**src/rtl/dbg_mem_master.sv**
```systemverilog
// Debug-side memory master: sequences addr/din/we/clk_ld toward the CPU memory
// debug port for single or burst reads and writes, returning read words on a stream.
//
// state     | meaning
// ----------+-----------------------------------------------------------
// IDLE      | waiting for a command; cmd_ready high
// RD_SETTLE | addr driven, counting SETTLE cycles before sampling dout_*
// RD_OUT    | rd_valid high, holding rd_data until rd_ready
// WR_WAIT   | wr_ready high, waiting for the next write word
// WR_CLK    | din/we set up one cycle ahead of the clk_ld rise
// WR_HOLD   | drop clk_ld, then hold we/addr/din one more cycle before advancing
module dbg_mem_master #(
   parameter int SETTLE = 1,
   parameter int LEN_W  = 16
) (
   input  logic             clk,
   input  logic             rstn,
   input  logic             cmd_valid,
   output logic             cmd_ready,
   input  logic             cmd_write,
   input  logic [1:0]       cmd_sel,
   input  logic [31:0]      cmd_addr,
   input  logic [LEN_W-1:0] cmd_len,
   input  logic             wr_valid,
   output logic             wr_ready,
   input  logic [31:0]      wr_data,
   output logic             rd_valid,
   input  logic             rd_ready,
   output logic [31:0]      rd_data,
   output logic             busy,
   output logic             err,
   output logic [31:0]      addr,
   output logic [31:0]      din,
   output logic             we_dm,
   output logic             we_im,
   output logic             clk_ld,
   input  logic [31:0]      dout_dm,
   input  logic [31:0]      dout_im,
   input  logic [31:0]      dout_rf
);
   localparam int CNT_W = (SETTLE > 1) ? $clog2(SETTLE) : 1;
   localparam logic [CNT_W-1:0] SETTLE_LOAD = CNT_W'(SETTLE - 1);

   typedef enum logic [2:0] {
      IDLE, RD_SETTLE, RD_OUT, WR_WAIT, WR_CLK, WR_HOLD
   } state_t;

   state_t           state;
   logic [1:0]       sel_q;
   logic [LEN_W-1:0] remaining;
   logic [CNT_W-1:0] settle_cnt;
   logic [31:0]      dout_sel;
   logic             last_word;
   logic             cmd_bad;

   assign cmd_ready = (state == IDLE);
   assign busy      = (state != IDLE);
   assign wr_ready  = (state == WR_WAIT);
   assign last_word = (remaining == LEN_W'(1));
   assign cmd_bad   = (cmd_len == '0) || (cmd_sel == 2'd3) ||
                      (cmd_write && (cmd_sel == 2'd2));

   always_comb begin
      case (sel_q)
         2'd0:    dout_sel = dout_dm;
         2'd1:    dout_sel = dout_im;
         default: dout_sel = dout_rf;
      endcase
   end

   always_ff @(posedge clk or negedge rstn) begin
      if (!rstn) begin
         state      <= IDLE;
         sel_q      <= 2'd0;
         remaining  <= '0;
         settle_cnt <= '0;
         addr       <= 32'd0;
         din        <= 32'd0;
         we_dm      <= 1'b0;
         we_im      <= 1'b0;
         clk_ld     <= 1'b0;
         rd_valid   <= 1'b0;
         rd_data    <= 32'd0;
         err        <= 1'b0;
      end else begin
         err <= 1'b0;
         case (state)
            IDLE: begin
               if (cmd_valid) begin
                  if (cmd_bad) begin
                     err <= 1'b1;
                  end else begin
                     sel_q      <= cmd_sel;
                     remaining  <= cmd_len;
                     addr       <= cmd_addr;
                     settle_cnt <= SETTLE_LOAD;
                     state      <= cmd_write ? WR_WAIT : RD_SETTLE;
                  end
               end
            end
            RD_SETTLE: begin
               if (settle_cnt == '0) begin
                  rd_data  <= dout_sel;
                  rd_valid <= 1'b1;
                  state    <= RD_OUT;
               end else begin
                  settle_cnt <= settle_cnt - CNT_W'(1);
               end
            end
            RD_OUT: begin
               if (rd_ready) begin
                  rd_valid <= 1'b0;
                  if (last_word) begin
                     state <= IDLE;
                  end else begin
                     addr       <= addr + 32'd1;
                     remaining  <= remaining - LEN_W'(1);
                     settle_cnt <= SETTLE_LOAD;
                     state      <= RD_SETTLE;
                  end
               end
            end
            WR_WAIT: begin
               if (wr_valid) begin
                  din   <= wr_data;
                  we_dm <= (sel_q == 2'd0);
                  we_im <= (sel_q == 2'd1);
                  state <= WR_CLK;
               end
            end
            WR_CLK: begin
               clk_ld <= 1'b1;
               state  <= WR_HOLD;
            end
            WR_HOLD: begin
               // first cycle drops clk_ld, second releases we and advances
               if (clk_ld) begin
                  clk_ld <= 1'b0;
               end else begin
                  we_dm <= 1'b0;
                  we_im <= 1'b0;
                  if (last_word) begin
                     state <= IDLE;
                  end else begin
                     addr      <= addr + 32'd1;
                     remaining <= remaining - LEN_W'(1);
                     state     <= WR_WAIT;
                  end
               end
            end
            default: state <= IDLE;
         endcase
      end
   end
endmodule

```
**config.mk**
```make
export PLATFORM = sky130hd
export DESIGN_NAME = dbg_mem_master
export DESIGN_NICKNAME = d
export VERILOG_FILES = /design/src/rtl/dbg_mem_master.sv
export SDC_FILE = /design/constraint.sdc
export NUM_CORES = 1
export LEC_CHECK = 0
export BUFFER_PORTS_ARGS = -buffer_cell sky130_fd_sc_hd__buf_2
export CAP_MARGIN = 25
export CORE_MARGIN = 3
export CORE_UTILIZATION = 44
export DETAILED_ROUTE_END_ITERATION = 10
export MAX_ROUTING_LAYER = met4
export PLACE_DENSITY_LB_ADDON = 0.05
export SYNTH_ARGS = -nofsm -noshare
export SYNTH_HDL_FRONTEND = slang
export SYNTH_SLANG_ARGS = --single-unit
```
**constraint.sdc**
```tcl
create_clock -name clk -period 2 [get_ports clk]
set_clock_uncertainty 0.05 [all_clocks]
set_input_delay 0.4 -clock clk [delete_from_list [all_inputs] [get_ports clk]]
set_output_delay 0.4 -clock clk [all_outputs]
set_load 0.02 [all_outputs]
```
* Word-level counts from Yosys, hierarchy flattened
Cells that the tools add are included.
** Word-level totals
- Bits in registers :: 123
- Bits of input ports :: 184
- Output and inout bits :: 104
- Word-level logic and storage cells :: 94
** Cells by class
- $add $sub $neg :: 3
- Eq/ne operators :: 16
- Muxes and demuxes :: 41
- Bitwise logic cells :: 2
- Reduce and logical (&&, ||, !) cells :: 20
** Operators by type and width (count)
- 32-bit 2-to-1 mux :: 5
- 32-bit one-hot mux with 3 select lines :: 1
- 16-bit 2-to-1 mux :: 5
- 32-bit one-hot mux with 2 select lines :: 1
- 16-bit one-hot mux with 3 select lines :: 1
- 32-bit by 1-bit adder with 32-bit output (second input constant) :: 1
- 3-bit 2-to-1 mux :: 6
- 3-bit one-hot mux with 6 select lines :: 1
- 16-bit by 1-bit equality test with 1-bit output (second input constant) :: 1
- 16-bit logical NOT :: 1
- 16-bit by 1-bit subtractor with 16-bit output (second input constant) :: 1
- 1-bit 2-to-1 mux :: 14
- 2-bit != test (second input constant) :: 7
- 5-bit AND reduction :: 2
- 3-bit AND reduction :: 3
- 3-bit nonzero test :: 3
- 1-bit one-hot mux with 2 select lines :: 4
- 3-bit by 2-bit equality test with 1-bit output (second input constant) :: 2
- 3-bit equality test (second input constant) :: 2
- 6-bit AND reduction :: 1
- 2-bit nonzero test :: 3
- 2-bit equality test (second input constant) :: 2
- 2-bit 2-to-1 mux :: 2
- 2-bit AND reduction :: 2
- other kinds (9) :: 11

* Longest topological paths before layout
- Depth in word-level cells :: 6
- Gate-level depth with buffers :: 8
- Depth with buffers taken out :: 7

* Worst setup path before layout
No wires, ideal clock.
- Path kind :: flip-flop to flip-flop
- Start :: reg state[0]
- End :: reg addr[4]
- Setup time :: 0.122 ns
- Arrival time :: 1.818 ns
- Required time :: 1.828 ns
- Slack :: 0.010 ns
- Stages on the path, launching flop included :: 9
- Path buffers :: 3
- Clock period less this slack :: 1.990 ns
- Cells stage by stage :: dfrtp_1 > clkbuf_1 > or3_4 > inv_2 > nand3_4 > and2_1 > buf_2 > buf_6 > o22a_1
** Between the ends
- Longest elaborated chain between the ends :: 3
- Elaborated cells on any way between the ends :: 10
- Classes of those cells :: 6 x eq/ne; 1 x mux; 3 x reduce/logical
** RTL lines
- from (decl) :: line 48 : state_t state;
- from (signal assigned) :: line 97 : state <= cmd_write ? WR_WAIT : RD_SETTLE;
- 3-bit logical NOT (*)
- named net cmd_ready :: line 19 : output logic cmd_ready,
- 2-bit != test (no source line) or 3-bit nonzero test (tied branches)
- 5-bit AND reduction (no source line)
- to (signal assigned) :: line 95 : addr <= cmd_addr;
- to (signal assigned) :: line 116 : addr <= addr + 32'd1;
- to (signal assigned) :: line 145 : addr <= addr + 32'd1;
- to (decl) :: line 32 : output logic [31:0] addr,
The timed path passes the listed nets; every way through them passes the cells marked *.
A chain may end at the register's enable or synchronous reset.

* Worst setup path after layout
- Start :: reg remaining[15]
- End :: reg addr[9]
** Between the ends
- Longest elaborated chain between the ends :: 4
- Elaborated cells on any way between the ends :: 5
- Classes of those cells :: 1 x eq/ne; 4 x mux
** RTL lines
- from (decl) :: line 50 : logic [LEN_W-1:0] remaining;
- from (signal assigned) :: line 94 : remaining <= cmd_len;
- from (signal assigned) :: line 117 : remaining <= remaining - LEN_W'(1);
- from (signal assigned) :: line 146 : remaining <= remaining - LEN_W'(1);
- 16-bit by 1-bit equality test with 1-bit output (*) :: line 59 : assign last_word = (remaining == LEN_W'(1));
- 32-bit 2-to-1 mux (*)
- 32-bit 2-to-1 mux (on tied branches)
- 32-bit one-hot mux with 3 select lines (*)
Mark *: on every way between the ends. The rest lies on a longest branch, timed or not. The select of a mux whose other input is x is not followed.

==> metrics.txt <==
sequential area share after synthesis 45.4%; P_leak between 0.004 and 0.005 uW; FFs w/ async S/R, synth 100%; RSZ-0062 raised after global routing yes; dpl hpwl 16.5 mm; Die Span Y between 100 and 150 um; H-Tree Level Count 4; WS Path Type reg -> reg; ANT nets after route 0; clk sink count 122; initial antenna violation count 3; WL per Instance 17.6 um; outcome finished, violations left; share of cells above drive strength 1 around 46%; total CTS buffers 17; clock share of power between 15 and 20%; via/cell ratio 5.54; drt total wl 22.6 mm; GPL Wtd Cong 0.868; CTS tree done; Final Worst Setup Slack -0.0383 ns; Pwr Total around 19,000 uW; Reg2Reg Setup Slack -0.04 ns; Post-Synth Adder-Cell Area 0.559%; FILL cells 1,225; vias in the first global route 6,526; CP endpoint addr[9]; Final Max Slew Viols 0; crit path from remaining[15]; Synth top area share 45.4%; clk buf depth 2; largest family of logic cells by synthesized area compound AO/OA/AOI/OAI gates; fin cells 1,284; fmax around 490 MHz; first-pass GRT wire length 33.7 mm; hold slack approximately 0.13 ns; sequential power share 24.3%; Max-Cap Viols 0; synth top area cells dfrtp_1, a21oi_1, mux2i_1; Starting DRT DRC Count just under 500; Critical Path Fanout Max 7; Synth area leader dfrtp_1; synth-to-layout area growth 51.1%; worst r2r src remaining[15]; beginning of the worst hold path wr_data[2]; CP arrival roughly 2.4 ns; violated checks setup timing; reg2reg end addr[9]; DR vias 7,113; Int Pwr around 11,000 uW; # rows 44; I/O Pins 288; EDFF count, synth 0; total gr overflow 0; Cell Area, Synth 0.00672 sq mm; mux contribution to synthesized area 11.1%; die width 130 um; Synth Area in Simple Gates 15.0%; Nets 1,270; Max IR drop VDD between 0.001 and 0.0015 V; pwr/cell area about 1900 mW/mm^2; dpl cells 1,230; Worst-path clk slew 0.06 ns; Setup TNS Final -0.401 ns; slew margin rel. between 60% and 70%; Setup crit start kind register; HP Class in -> reg; clock latency at the later pin of the worst-skew pair around 0.43 ns; DRC errors left 0; Req. time, crit path 2.31 ns; fin crit share 102%; root buffer cell clkbuf_16; Syn Nets 902; core area 0.0148 sq mm; post-synthesis compound-gate area fraction 23.5%; Slew @ Worst Pin slightly below 0.6 ns; Tot GR Track Use 26.5%; average size of a mapped cell 9.40 sq um; worst reg-to-reg path cell count 7; Comb pwr share 58.9%; Initial Utilization 45.5%; switching part of the total between 40% and 50%; element type at the critical path end register; P_sw 8260 uW; Yosys cell types 58; largest net degree at the start of global routing 65; IO buf count about 290; Final Hold Violating Endpoints 0; fin crit period 2.04 ns; drt first pass iters 5; post-synthesis xor/xnor area fraction 0%; Yosys reg bits 122; Mapped Cells ~720; die area 0.0168 sq mm; YS warnings 0; Final Setup Violations 26; Main synth FF type dfrtp_1
[logic make-up after synthesis]
group	after synthesis
multiplexers	70
adder cells (fa/ha/maj)	3
AO/OA/AOI/OAI	246
AND/OR/NAND/NOR	206
buffers and inverters	68
flip-flops	122
[worst max-delay path: stages (launching register included)]
cell       delay [ns]
dfrtp_1          0.41
nor4_4           0.34
nand4_1          0.22
o211ai_4         0.24
buf_12           0.16
and2_4           0.24
clkbuf_16        0.19
o22a_1           0.14
[sequential cells by signal, indices dropped and copies added, names as in the netlist, 2 cells and up]
register / count
sel_q: 2
addr: 32
remaining: 16
din: 32
rd_data: 32
state: 3
[metal layers]
metal | share of wire [%] | up-vias | global-route usage (%) | routed length (um)
met5 | 0 | - | - | 0
met4 | 2.9 | 0 | 12.1 | 661
met3 | 6.5 | 51 | 4.95 | 1470
met2 | 51 | 282 | 43.5 | 11600
met1 | 39 | 3375 | 31.8 | 8930
li1 | - | 3405 | - | -
[synth_stat cells, types with 3 or more instances]
master	number
buf_2	19
a41oi_1	9
nor3_2	3
a21oi_1	84
mux2i_1	35
nor2_1	74
nand3_1	9
clkbuf_1	28
nand4_1	11
ha_1	3
nand2_1	58
o22a_1	21
and3_1	6
a2bb2oi_1	5
o21a_1	4
o22ai_1	16
nor3_1	10
a22oi_1	13
o21ai_0	18
a31oi_1	19
and2_1	5
inv_1	13
mux2_1	15
mux2_2	20
buf_1	4
o2bb2a_1	10
a22o_1	4
o2bb2ai_1	6
dfrtp_1	122
o21ai_1	25
nor4_1	8
nor3b_1	3
[power groups by stage]
stage | combinational [uW] | sequential [uW] | clock, uW
finish | 11300 | 4650 | 3220
global route | 12200 | 4800 | 3350
CTS | 10600 | 4630 | 3270
detailed placement | 10100 | 4650 | 0
global placement | 10000 | 4620 | 0
floorplan | 5020 | 5810 | 0
[worst min-delay path by stage]
stage	endpoint	slack, ns	cells after the start
3_3_place_gp	din[23]	0.32	1
2_1_floorplan	addr[0]	0.05	0
6_report	din[2]	0.13	2
5_1_grt	din[2]	0.14	2
4_1_cts	din[4]	0.12	2
3_5_place_dp	din[25]	0.31	1
[final cells by class]
class | count | area (sq um) | share of cell area [%]
Antenna cell | 4 | 10.0 | 0.0986
Clock buffer | 17 | 425 | 4.19
Clock inverter | 15 | 189 | 1.86
Inverter | 14 | 55.1 | 0.542
Multi-Input combinational cell | 525 | 3560 | 35.0
Sequential cell | 122 | 3060 | 30.1
Tap cell | 184 | 230 | 2.27
Timing Repair Buffer | 403 | 2630 | 25.9
[placed cells by master (no fill, tap or decap), types with 6 or more instances in the layout]
cell       Yosys  final
inv_1         13     13
nor2_1        74     73
nand4_1       11     11
nand2_1       58     57
a41oi_1        9      9
mux2_2        20     20
o22a_1        21     21
mux2_1        15     14
clkbuf_16      0     19
buf_2         19    286
a21oi_1       84     79
nor4_1         8      7
a22oi_1       13     10
a31oi_1       19     19
and3_1         6      6
o22ai_1       16     10
nand3_1        9      9
mux2i_1       35     35
buf_4          1     87
o21ai_0       18     18
buf_12         0     19
o21ai_1       25     24
dfrtp_1      122    119
nor3_1        10      9
[per-stage QoR]
step	setup slack [ns]	cell area (sq um)	util, %
CTS	-0.0162	9910	67.2
global route	-0.136	10100	68.8
floorplan	0.0102	6720	-
finish	-0.0383	10100	68.8
global placement	-0.249	9100	61.7
detailed placement	-0.339	9100	61.7
[what timing repair did]
| action | in CTS | in global routing |
|---|---|---|
| endpoints found under the hold margin | 28 | 0 |
| gates resized for setup | 17 | 34 |
| gates cloned | 2 | 3 |
| pin swaps | 9 | 22 |
| hold buffers | 1 | 0 |
| buffers inserted | 11 | 2 |
| endpoints found under the setup margin | 20 | 49 |
Power figures use the tool's default switching activity.
